File: src/rtl/rr_arbiter.sv
// Round-robin arbiter: registered one-hot grant held until the owner releases.
// Optional forced release after MAX_HOLD cycles when ARB_TIMEOUT_EN is defined.
module rr_arbiter #(
  parameter int N        = 4,
  parameter int IDX_W    = 2,
  parameter int MAX_HOLD = 16
) (
  input  logic             clk,
  input  logic             rst,
  input  logic [N-1:0]     req,
  input  logic             done,
  output logic [N-1:0]     gnt,
  output logic [IDX_W-1:0] gnt_idx,
  output logic             gnt_valid,
  output logic             timeout
);

  // state | meaning
  // IDLE  | no grant outstanding; arbitrate on any request
  // BUSY  | grant held by gnt_idx until done, req drop or timeout
  localparam logic [0:0] S_IDLE = 1'b0;
  localparam logic [0:0] S_BUSY = 1'b1;

  localparam int SUM_W = IDX_W + 1;

  if (N < 2 || N > (2 ** IDX_W) || MAX_HOLD < 1) begin : g_bad_param
    $error("rr_arbiter: illegal parameter combination");
  end

  logic [0:0]       state;
  logic [IDX_W-1:0] ptr;
  logic [IDX_W-1:0] idx_q;
  logic [N-1:0]     gnt_q;

  // Rotate the request vector so bit 0 is the requester at ptr.
  logic [2*N-1:0]   req_dbl;
  logic [N-1:0]     req_rot;
  logic [IDX_W-1:0] offset;
  logic [SUM_W-1:0] sum;
  logic [IDX_W-1:0] winner;
  logic [N-1:0]     winner_oh;
  logic             found;

  always_comb begin
    req_dbl = {req, req} >> ptr;
    req_rot = req_dbl[N-1:0];
    offset  = '0;
    found   = 1'b0;
    for (int k = 0; k < N; k++) begin
      if (!found && req_rot[k]) begin
        offset = IDX_W'(k);
        found  = 1'b1;
      end
    end
    sum = {1'b0, ptr} + {1'b0, offset};
    if (sum >= SUM_W'(N)) begin
      sum = sum - SUM_W'(N);
    end
    winner    = sum[IDX_W-1:0];
    winner_oh = {{(N-1){1'b0}}, 1'b1} << winner;
  end

  logic             owner_req;
  logic             release_now;
  logic             force_rel;
  logic [IDX_W-1:0] ptr_next;

  assign owner_req   = |(req & gnt_q);
  assign release_now = done | ~owner_req;
  assign ptr_next    = (idx_q == IDX_W'(N - 1)) ? '0 : idx_q + IDX_W'(1);

`ifdef ARB_TIMEOUT_EN
  localparam int HOLD_W = (MAX_HOLD > 1) ? $clog2(MAX_HOLD) : 1;

  // Down-counter loaded on grant; terminal count means MAX_HOLD cycles elapsed.
  logic [HOLD_W-1:0] hold_cnt;
  logic              timeout_q;

  assign force_rel = (state == S_BUSY) && !release_now && (hold_cnt == '0);

  always_ff @(posedge clk) begin
    if (rst) begin
      hold_cnt  <= '0;
      timeout_q <= 1'b0;
    end else begin
      timeout_q <= force_rel;
      if (state == S_IDLE) begin
        hold_cnt <= HOLD_W'(MAX_HOLD - 1);
      end else if (hold_cnt != '0) begin
        hold_cnt <= hold_cnt - HOLD_W'(1);
      end
    end
  end

  assign timeout = timeout_q;
`else
  assign force_rel = 1'b0;
  assign timeout   = 1'b0;
`endif

  always_ff @(posedge clk) begin
    if (rst) begin
      state <= S_IDLE;
      ptr   <= '0;
      idx_q <= '0;
      gnt_q <= '0;
    end else begin
      case (state)
        S_IDLE: begin
          if (found) begin
            state <= S_BUSY;
            idx_q <= winner;
            gnt_q <= winner_oh;
          end
        end
        S_BUSY: begin
          // No new grant in the release cycle: always one bubble before the next.
          if (release_now || force_rel) begin
            state <= S_IDLE;
            ptr   <= ptr_next;
            idx_q <= '0;
            gnt_q <= '0;
          end
        end
        default: begin
          state <= S_IDLE;
          idx_q <= '0;
          gnt_q <= '0;
        end
      endcase
    end
  end

  assign gnt       = gnt_q;
  assign gnt_idx   = idx_q;
  assign gnt_valid = (state == S_BUSY);

endmodule

File: config.mk
export PLATFORM = sky130hd
export DESIGN_NAME = rr_arbiter
export DESIGN_NICKNAME = d
export VERILOG_FILES = /design/src/rtl/rr_arbiter.sv
export SDC_FILE = /design/constraint.sdc
export NUM_CORES = 1
export LEC_CHECK = 0
export ABC_CLOCK_PERIOD_IN_PS = 2250
export BUFFER_PORTS_ARGS = -buffer_cell sky130_fd_sc_hd__buf_2
export CORE_AREA = 2 2 40 42
export DETAILED_ROUTE_END_ITERATION = 10
export DIE_AREA = 0 0 42 44
export PLACE_DENSITY = 0.82
export SLEW_MARGIN = 10
export SYNTH_ARGS = -nofsm -noshare
export SYNTH_HDL_FRONTEND = slang
export SYNTH_SLANG_ARGS = --single-unit
File: constraint.sdc
create_clock -name clk -period 2.25 [get_ports clk]
set_input_delay 0.45 -clock clk [delete_from_list [all_inputs] [get_ports clk]]
set_output_delay 0.45 -clock clk [all_outputs]
set_load 0.01 [all_outputs]
== After elaboration in Yosys (flattened, before gate mapping) ==
Index checks and enable logic that the tools add are counted.

* Output and inout port bits: 8
* Register bits: 9
* Logic and storage cells: 44
* Input bits: 7

* Multiplexer cells: 18
* Magnitude comparators: 1
* Bitwise operators: 4
* $add $sub $neg: 3
* Reductions and logical operators: 9
* Shift operators: 2
* Equality and inequality tests: 3

{| class="wikitable"
|+ Operator list
! cell !! count
|-
| 2-bit two-way mux || 6
|-
| 4-bit two-way mux || 2
|-
| 4-bit case mux with 2 select lines || 1
|-
| 8-bit by 2-bit >> shifter with 4-bit output || 1
|-
| 1-bit two-way mux || 7
|-
| 4-bit AND || 1
|-
| 2-bit case mux with 2 select lines || 1
|-
| 2-bit AND reduction || 2
|-
| 4-bit OR reduction || 1
|-
| 1-bit by 2-bit << shifter with 4-bit output (first input constant) || 1
|-
| 2-bit by 2-bit adder with 3-bit output || 1
|-
| 3-bit greater-or-equal comparator (second input constant) || 1
|-
| 1-bit logical AND || 3
|-
| 1-bit zero test || 3
|-
| 2-bit by 1-bit adder with 2-bit output (second input constant) || 1
|-
| 2-bit equality test (second input constant) || 1
|-
| 2-bit by 1-bit inequality test with 1-bit output (second input constant) || 1
|-
| 2-bit inequality test (second input constant) || 1
|-
| 1-bit NOT || 2
|-
| 1-bit case mux with 2 select lines || 1
|-
| 2-bit by 1-bit subtractor with 2-bit output (second input constant) || 1
|-
| 1-bit OR || 1
|}

== Logic depth before layout (Yosys ltp) ==
* Depth in word-level cells: 17
* Gate-level depth with buffers: 10
* Gate-level depth less buffers: 9

== Worst setup path after synthesis ==
Ideal clock, no wire load.

* Path type: input-to-reg
* From: in req[1]
* To: reg gnt_q[0] (netlist: gnt[0])
* Stages: 8
* Path slack: 0.151 ns
* Arrival time: 2.025 ns
* Buffers on the path: 1
* Data required time: 2.177 ns
* Cell sequence: buf_2 nor2_1 or4_1 o221ai_1 ha_1 or3_1 nand3b_4 o211ai_2

* Word-level cells in the longest chain between the ends: 17
* Elaborated cells on any way between the ends: 28

{| class="wikitable"
|+ Ends and longest elaborated chain
! item !! line !! text
|-
| start, declared || 10 || <nowiki>input logic [N-1:0] req,</nowiki>
|-
| 8-bit by 2-bit >> shifter with 4-bit output || 45 || <nowiki>req_dbl = {req, req} >> ptr;</nowiki>
|-
| 1-bit two-way mux || 50 || <nowiki>if (!found && req_rot[k]) begin</nowiki>
|-
| 1-bit zero test || 50 ||
|-
| 1-bit logical AND || 50 ||
|-
| 1-bit two-way mux || 50 ||
|-
| 1-bit zero test || 50 ||
|-
| 1-bit logical AND || 50 ||
|-
| 1-bit two-way mux || 50 ||
|-
| 1-bit zero test || 50 ||
|-
| 1-bit logical AND || 50 ||
|-
| 2-bit two-way mux || 50 ||
|-
| 2-bit by 2-bit adder with 3-bit output || 55 || <nowiki>sum = {1'b0, ptr} + {1'b0, offset};</nowiki>
|-
| 3-bit greater-or-equal comparator or 2-bit by 1-bit subtractor with 2-bit output (tied branches) || 56, 57 ||
|-
| 2-bit two-way mux || 56 || <nowiki>if (sum >= SUM_W'(N)) begin</nowiki>
|-
| 1-bit by 2-bit << shifter with 4-bit output || 60 || <nowiki>winner_oh = {{(N-1){1'b0}}, 1'b1} << winner;</nowiki>
|-
| 4-bit two-way mux || 110 || <nowiki>if (found) begin</nowiki>
|-
| 4-bit case mux with 2 select lines || 108 || <nowiki>case (state)</nowiki>
|-
| end signal, assigned || 113 || <nowiki>gnt_q <= winner_oh;</nowiki>
|-
| end, declared || 33 || <nowiki>logic [N-1:0] gnt_q;</nowiki>
|}

Several ways; a longest one is shown, not always the timed one. The select of a mux whose other input is x is not followed.
A chain may end at the register's enable or synchronous reset.

== Final worst setup path ==
* From: reg ptr[0]
* To: reg gnt_q[0] (netlist: gnt[0])

* Word-level cells in the longest chain between the ends: 17
* Elaborated cells on any way between the ends: 23

{| class="wikitable"
|+ Ends and longest elaborated chain
! item !! line !! text
|-
| start, declared || 31 || <nowiki>logic [IDX_W-1:0] ptr;</nowiki>
|-
| start signal, assigned || 120 || <nowiki>ptr <= ptr_next;</nowiki>
|-
| 8-bit by 2-bit >> shifter with 4-bit output || 45 ||
|-
| 1-bit two-way mux || 50 ||
|-
| 1-bit zero test || 50 ||
|-
| 1-bit logical AND || 50 ||
|-
| 1-bit two-way mux || 50 ||
|-
| 1-bit zero test || 50 ||
|-
| 1-bit logical AND || 50 ||
|-
| 1-bit two-way mux || 50 ||
|-
| 1-bit zero test || 50 ||
|-
| 1-bit logical AND || 50 ||
|-
| 2-bit two-way mux || 50 ||
|-
| 2-bit by 2-bit adder with 3-bit output || 55 ||
|-
| 3-bit greater-or-equal comparator or 2-bit by 1-bit subtractor with 2-bit output (tied branches) || 56, 57 ||
|-
| 2-bit two-way mux || 56 ||
|-
| 1-bit by 2-bit << shifter with 4-bit output || 60 ||
|-
| 4-bit two-way mux || 110 ||
|-
| 4-bit case mux with 2 select lines || 108 ||
|}

Several ways; a longest one is shown, not always the timed one. The select of a mux whose other input is x is not followed.

==> metrics.csv <==
stage;metric;value;unit
clock_tree;clock_latency;0.27;ns
synth;synth_cells;77;
floorplanning;die_width;42;um
worst_hold_path;min_to;ptr[0];
sta;drv_slew;0;
detailed_routing;dr.pass1.iters;4;
place;dpl.hpwl;1110;um
pwr;power_density;675;mW/mm^2
synth;ys_ff_latch;9;
synth;synth_cell_types;43;
synth;ys_seq_area_frac;0.270;
worst_hold_path;hold_start;rst;
place;gp_congestion;0.845;
outcome;outcome;finished, final reports clean;
sta;period_share;0.913;
pwr;peakVddDrop;0.360;mV
clock_tree;cts_buffers;3;
grt;grt_max_degree;10;
setup_path;crit_path_start_kind;register;
clock_tree;cts_root_buffer;clkbuf_4;
clock_tree;cts_hold_buf;0;
detailed_routing;ant_nets;0;
synth;syn_area;667;um^2
synth;syn_nets;86;
place;dp_slack;0.0294;ns
pwr;finalPower;0.000526;W
sta;fin_crit;2.05;ns
detailed_routing;drt-wirelength-per-cell;13.3;um
floorplanning;core_region_area;0.00142;mm^2
detailed_routing;drt-initial-drc-count;16;
place;place_inst;105;
setup_path;r2r-end;gnt[0];
clock_tree;cts_buffer_depth;2;
detailed_routing;viasPerCell;5.88;
grt;grt_pass1_wl;2460;um
synth;synth.area.top_cells;dfxtp_1 (27%), nor2_1 (3.9%), a32oi_1 (3.9%);
final_layout;multiInputGateArea;442;um^2
synth;synth_warnings;0;
setup_path;reg2reg_depth;9;
floorplanning;start_util;0.470;
place;port_buffers;13;
floorplanning;die-height;44;um
sta;finalSetupViolations;0;
clock_tree;cts_tree;done;
final_layout;drive_gt1_frac;0.333;
sta;hold_violations;0;
sta;final.setup.worst_slack;0.196;ns
sta;rsz0062_at_grt;no;
detailed_routing;drc_errors;0;
final_layout;syn2layout_area_growth;16.9;%
worst_hold_path;hold_depth;2;
worst_hold_path;hp-class;in2reg;
final_layout;n_fill_cell;135;
grt;grt_pass1_vias;563;
synth;syn_area_per_cell;8.66;um^2
grt;track_usage;0.176;
clock_tree;path_clk_slew;0.07;ns
synth;yosysMostFrequentCell;dfxtp_1;
sta;clock_skew;0.0101;ns
pwr;p_leak;0.333;nW
synth;synth_top_cells_by_count;dfxtp_1 (9), nor2_1 (7), nand2_1 (5);
synth;synth_ff_type;dfxtp_1;
setup_path;criticalPathCategory;reg2reg;
setup_path;cp-end-kind;register;
setup_path;ff2ff_setup_slack;0.20;ns
setup_path;critPathRequiredTime;2.44;ns
clock_tree;clock_sinks;9;
grt;overflow;0;
setup_path;cp_max_fo;9;
setup_path;crit-reg2reg-launch;ptr[0];
floorplanning;die_area;0.00185;mm^2
detailed_routing;dr_total_vias;641;
setup_path;arrival;2.25;ns
detailed_routing;routed_wl;1450;um
final_layout;finish.utilization;0.549;
final_layout;fin_cells;109;
final_layout;regArea;181;um^2
floorplanning;num_rows;14;
synth;async_flop_share;0;
synth;synth_top_area_cell;dfxtp_1;
sta;fmax;487;MHz
clock_tree;h-tree-depth;1;
synth;synth_enable_flop_cells;0;
grt;antenna_found_initial;0;
final_layout;final_nets;103;
floorplanning;io-pin-count;15;
job;max_cap_violations;0;
sta;fin_tns_setup;0;ns
synth;synth_top_area_share;0.270;
final_layout;n_antenna_cell;0;
[stage by stage]
step	hold WS, ns	area [um^2]
floorplan	0.512	667
global placement	0.486	752
detailed placement	0.501	752
CTS	0.417	778
global route	0.423	779
finish	0.409	779
[critical path, stage by stage (launching register included)]
cell and delay, ns:
dfxtp_2 0.37, inv_1 0.12, nor2_1 0.06, a221oi_1 0.25
o221ai_1 0.14, ha_1 0.23, xor2_1 0.17, or3_1 0.39
nand3b_4 0.17, o211ai_2 0.07
[registers in the layout (all words and copies together) (netlist names)]
register   cells
gnt            4
gnt_idx        2
ptr            2
gnt_valid      1
[logic make-up after synthesis]
kind of cell | synth area share
AO/OA/AOI/OAI | 0.310
XOR/XNOR | 0.0263
adder cells (fa/ha/maj) | 0.0375
buffers and inverters | 0.0675
flip-flops | 0.270
multiplexers | 0.0150
other | 0.00562
AND/OR/NAND/NOR | 0.268
[repair_timing]
action	4_1_cts	5_1_grt
buffers inserted	0	0
endpoints found under the setup margin	0	3
gates resized for setup	0	1
[worst max-delay path by stage]
stage                      start      to
after floorplan           req[1]  gnt[0]
after global placement    req[0]  gnt[0]
after detailed placement  req[0]  gnt[1]
after CTS                 ptr[0]  gnt[0]
after global routing      ptr[0]  gnt[1]
final                     ptr[0]  gnt[0]
[power breakdown]
group / internal (W) / leakage, nW / switching [W]
clock network: 0.0000686 / 0.0150 / 0.0000617
registers: 0.000184 / 0.0742 / 0.0000292
logic: 0.0000860 / 0.244 / 0.0000971
total: 0.000338 / 0.333 / 0.000188
[per-layer routing]
metal / wire length, um / global-route usage / vias up
met5: 0 / 0 / -
met2: 660 / 0.263 / 16
li1: - / - / 328
met4: 23 / 0.0968 / 0
met1: 695 / 0.235 / 293
met3: 66 / 0.0375 / 4
[layout make-up]
class / count / share of cell area
clock buffer: 4 / 0.0337
inverter: 2 / 0.00963
multi-input combinational: 60 / 0.567
sequential: 9 / 0.233
tap: 16 / 0.0257
timing repair buffer: 18 / 0.132
[placed cells by master, fill, tap and decap left out, types with 2 or more instances in the layout]
master	instances
dfxtp_1	8
a21o_1	2
nand2_1	5
buf_4	5
o21ai_0	3
nand3_1	2
inv_1	2
a32oi_1	3
clkbuf_4	3
nor3_1	2
o2111ai_1	2
o211ai_1	3
nor2_1	7
ha_1	2
buf_2	13
or3_1	3
No activity file was read; power rests on OpenSTA's default activity.
